**src/rtl/mem_port_arb.sv**
```systemverilog
// mem_port_arb: single-outstanding memory port arbiter between fetch and load/store requesters.
// Define MEM_PORT_ARB_FAIR_EN for alternating grants on contention; default is fixed ls-over-if priority.
module mem_port_arb #(
  parameter int ADDR_W = 32,
  parameter int DATA_W = 32
) (
  input  logic                clk,
  input  logic                rst,
  input  logic                if_req,
  input  logic [ADDR_W-1:0]   if_addr,
  output logic                if_gnt,
  output logic                if_rvalid,
  input  logic                ls_req,
  input  logic                ls_we,
  input  logic [ADDR_W-1:0]   ls_addr,
  input  logic [DATA_W-1:0]   ls_wdata,
  input  logic [DATA_W/8-1:0] ls_be,
  output logic                ls_gnt,
  output logic                ls_rvalid,
  output logic [DATA_W-1:0]   rdata,
  output logic                mem_req,
  output logic                mem_we,
  output logic [ADDR_W-1:0]   mem_addr,
  output logic [DATA_W-1:0]   mem_wdata,
  output logic [DATA_W/8-1:0] mem_be,
  input  logic                mem_ready,
  input  logic [DATA_W-1:0]   mem_rdata
);
  localparam logic [1:0] IDLE    = 2'd0;
  localparam logic [1:0] IF_BUSY = 2'd1;
  localparam logic [1:0] LS_BUSY = 2'd2;
  logic [1:0] state;
  logic       idle;
  logic       ls_win;
  assign idle = (state == IDLE) && !rst;
`ifdef MEM_PORT_ARB_FAIR_EN
  logic last_if;
  always_ff @(posedge clk) begin
    if (rst) last_if <= 1'b1;
    else if (if_gnt || ls_gnt) last_if <= if_gnt;
  end
  // On contention, whoever was not granted last wins
  assign ls_win = ls_req && (!if_req || last_if);
`else
  assign ls_win = ls_req;
`endif
  assign ls_gnt  = idle && ls_win;
  assign if_gnt  = idle && if_req && !ls_win;
  assign mem_req = (state != IDLE);
  always_ff @(posedge clk) begin
    if (rst) begin
      state     <= IDLE;
      mem_we    <= 1'b0;
      mem_addr  <= '0;
      mem_wdata <= '0;
      mem_be    <= '0;
      rdata     <= '0;
      if_rvalid <= 1'b0;
      ls_rvalid <= 1'b0;
    end else begin
      if_rvalid <= 1'b0;
      ls_rvalid <= 1'b0;
      if (if_gnt) begin
        state     <= IF_BUSY;
        mem_we    <= 1'b0;
        mem_addr  <= if_addr;
        mem_wdata <= '0;
        mem_be    <= '1;
      end else if (ls_gnt) begin
        state     <= LS_BUSY;
        mem_we    <= ls_we;
        mem_addr  <= ls_addr;
        mem_wdata <= ls_wdata;
        mem_be    <= ls_be;
      end else if (state != IDLE && mem_ready) begin
        state     <= IDLE;
        if_rvalid <= (state == IF_BUSY);
        ls_rvalid <= (state == LS_BUSY);
        rdata     <= mem_we ? rdata : mem_rdata;
      end
    end
  end
endmodule

```
**config.mk**
```make
export PLATFORM = sky130hd
export DESIGN_NAME = mem_port_arb
export DESIGN_NICKNAME = d
export VERILOG_FILES = /design/src/rtl/mem_port_arb.sv
export SDC_FILE = /design/constraint.sdc
export NUM_CORES = 1
export LEC_CHECK = 0
export ABC_AREA = 1
export CAP_MARGIN = 0
export CORE_MARGIN = 10
export CORE_UTILIZATION = 39
export DETAILED_ROUTE_END_ITERATION = 16
export PLACE_DENSITY_LB_ADDON = 0.1
export SLEW_MARGIN = 20
export SYNTH_ARGS = -nofsm -noshare
export SYNTH_HDL_FRONTEND = slang
export SYNTH_SLANG_ARGS = --single-unit
```
**constraint.sdc**
```tcl
create_clock -name clk -period 1.3 [get_ports clk]
set_clock_uncertainty 0.05 [all_clocks]
set_input_delay 0.13 -clock clk [delete_from_list [all_inputs] [get_ports clk]]
set_output_delay 0.13 -clock clk [all_outputs]
set_load 0.005 [all_outputs]
```
==> run metrics <==
share of cells above drive strength 1 0.1604; reg2reg setup slack -210 ps; n_diodes 0; post-synthesis cell count 613; Hold Path End mem_wdata[31]; Die Span X between 100 and 150 um; CORE AREA 0.01132 mm2; Pre-Repair DR Iteration Count 4; Die Ht roughly 130 um; status complete, but fails checks; #FFs+latches synth roughly 110; Cells after DPL slightly below 1k; fillers ~960; ys async rst share 0; worst min path class input pin to flop; Top FF cell, synth dfxtp_1; top-level I/O count 244; Worst EP arrival around 1700 ps; CTS Root Cell clkbuf_16; first-pass GRT wire length about 26 mm; fin cells slightly above 1k; Critical Path Source Type flop; Yosys cell types 25; RSZ-0062 raised after global routing true; Reg2Reg Depth 8; Nets just over 1k; TritonCTS clock tree done; critical path capture point type flop; worst slew pin tran around 430 ps; Final Cycle Share 1.162; Final ANT Viol Nets 0; CP required between 1500 and 2000 ps; crit path time final between 1500 and 2000 ps; Max VDD drop ~0.00076 V; hold buffers post-CTS 0; area grow syn2layout 78.99%; number of enable flip-flop cells after synthesis 0; Synth Net Count 751; mean area per synthesized cell roughly 7.3 um2; later-pin clock latency in the skew report approximately 340 ps; # port buffers around 240; antenna violations before repair 0; total wire length 17.35 mm; Buf/Inv on CP 5; Cell Area, Synth between 0.004 and 0.005 mm2; PwrDens 1026 mW/mm2; Power Total approximately 8.2 mW; Setup-failing EPs final between 100 and 150; worst setup margin -211.2 ps; Yosys warnings 0; Slowest-stage cell, CP dfxtp_2; reg2reg end rdata[9]; post-DP HPWL ~12 mm; CTS max path bufs 2; Reg clk slew, reported paths around 70 ps; Leak between 3 and 4 nW; Final Hold Vio Count 0; failing checks negative setup slack; Starting Density 0.3950; DRT iter0 DRCs 197; vias in the first global route 4836; Crit Path Max Fanout 6; largest net degree at the start of global routing 47; wire per inst ~17 um; post-route setup TNS -12060 ps; Hold Path Depth 3; global route overflow 0; CTS buffer count 9; DIE AREA approximately 0.016 mm2; cells along the critical path nor2_4, buf_4, buf_4, inv_4, nand3_4, buf_6, bufbuf_16, a21oi_2; # DRC 0; H-Tree Depth 3; final core occ 0.7070; number of clock sinks approximately 110; Max Cap Viol 0; total track usage 0.1947; GPL Wtd Cong 0.8047; normalized max-slew margin 0.7118; max incr delay on CP between 300 and 400 ps; max-slew violations 0; total number of vias 5012; Vias/cell approximately 5; FF-to-FF Start state[0]; most used cell along the critical path buf_4; WHS 280.7 ps; sequential area share after synthesis 0.4701; hold wc startpoint ls_wdata[31]; row cnt 39; Top delay family on crit path buffers and inverters; critical path type flop to flop; fmax 661.7 MHz
## cell usage after synthesis, types with 2 or more instances
| cell type | count | share of area |
|---|---|---|
| nand3_1 | 7 | 0.0078 |
| a21oi_1 | 67 | 0.075 |
| dfxtp_1 | 105 | 0.47 |
| inv_2 | 2 | 0.0017 |
| o21ai_0 | 29 | 0.032 |
| o21ai_1 | 5 | 0.0056 |
| inv_1 | 74 | 0.062 |
| buf_6 | 4 | 0.010 |
| buf_1 | 2 | 0.0017 |
| nand3b_1 | 2 | 0.0034 |
| clkbuf_1 | 6 | 0.0050 |
| nand4_1 | 62 | 0.087 |
| nand3_2 | 3 | 0.0067 |
| nand2_2 | 2 | 0.0028 |
| nor2_1 | 94 | 0.079 |
| buf_4 | 14 | 0.024 |
| buf_2 | 23 | 0.026 |
| nand2_1 | 105 | 0.088 |
## power by group
group / internal, mW / switching (mW) / leakage, nW / total [mW]
Sequential: 3.42 / 0.0959 / 0.859 / 3.52
Combinational: 1.09 / 0.870 / 2.62 / 1.96
Clock: 1.54 / 1.19 / 0.150 / 2.74
## final cells by class
| cell class | count | area (um2) | share of cell area |
|---|---|---|---|
| clock inverters | 5 | 53.80 | 0.006722 |
| clock buffers | 11 | 242.7 | 0.03033 |
| multi-input cells | 382 | 2037 | 0.2545 |
| flip-flops and latches | 105 | 2105 | 0.2629 |
| well taps | 143 | 178.9 | 0.02235 |
| repair buffers | 299 | 3088 | 0.3858 |
| inverters | 77 | 299.0 | 0.03736 |
## sequential cells by signal (all words and copies together), names as in the netlist
| name | flops |
|---|---|
| if_rvalid | 1 |
| ls_rvalid | 1 |
| mem_addr | 32 |
| mem_be | 4 |
| mem_wdata | 32 |
| mem_we | 1 |
| rdata | 32 |
| state | 2 |
## metal layers
layer,routed length [um],track usage,up-vias
met5,0,0,-
met2,8823,0.3378,174
li1,-,-,2496
met4,289,0.06631,0
met3,1571,0.08189,18
met1,6661,0.2087,2324
## worst register-to-register path: stages (launching register included)
cell and delay (ps):
dfxtp_2 350, nor2_4 50, buf_4 140, buf_4 140
inv_4 50, nand3_4 120, buf_6 160, bufbuf_16 260
a21oi_2 130
## worst max path at each step
stage          slack [ps]            to  startpoint  cells after the start
2_1_floorplan          80  mem_addr[10]    state[0]                      7
4_1_cts              -190   mem_addr[8]    state[1]                      9
5_1_grt              -290   mem_addr[4]    state[0]                     10
3_5_place_dp         -420        if_gnt      ls_req                      5
3_3_place_gp         -430        if_gnt      ls_req                      5
6_report             -210      rdata[9]    state[0]                      8
## cells in the final DEF, fill, tap and decap left out, types with 2 or more instances in the layout
cell	n
a21oi_1	45
a21oi_2	22
buf_12	7
buf_16	6
buf_4	26
buf_6	9
buf_8	5
clkbuf_16	13
clkdlybuf4s50_1	137
clkinv_2	3
dfxtp_1	103
dfxtp_2	2
dlygate4sd2_1	103
inv_1	73
inv_4	2
nand2_1	105
nand3_1	7
nand3_4	3
nand3b_1	2
nand4_1	62
nor2_1	86
nor2_2	6
nor2_4	4
o21ai_1	10
o21ai_2	22
## cell families (layout without fill, tap and decap cells)
kind of cell,count (synthesis),count (layout),synth area share
buffers and inverters,126,392,0.1309
AO/OA/AOI/OAI,103,103,0.1181
AND/OR/NAND/NOR,279,279,0.2809
flip-flops,105,105,0.4701
## repair_timing
action                     in CTS  in global routing
setup endpoints to repair     208                 97
setup buffers                   8                  9
pin swaps                       4                 14
resized for setup             166                 78
gates cloned                    8                  4
hold endpoints to repair        0                  0
## per-stage QoR
step           cell area, um2  worst slack, ps
2_1_floorplan            4472            84.48
5_1_grt                  8004           -285.3
4_1_cts                  7629           -191.0
6_report                 8004           -211.2
3_3_place_gp             7036           -427.2
3_5_place_dp             7036           -421.9
Note: power is estimated with default switching activity, not from simulation.
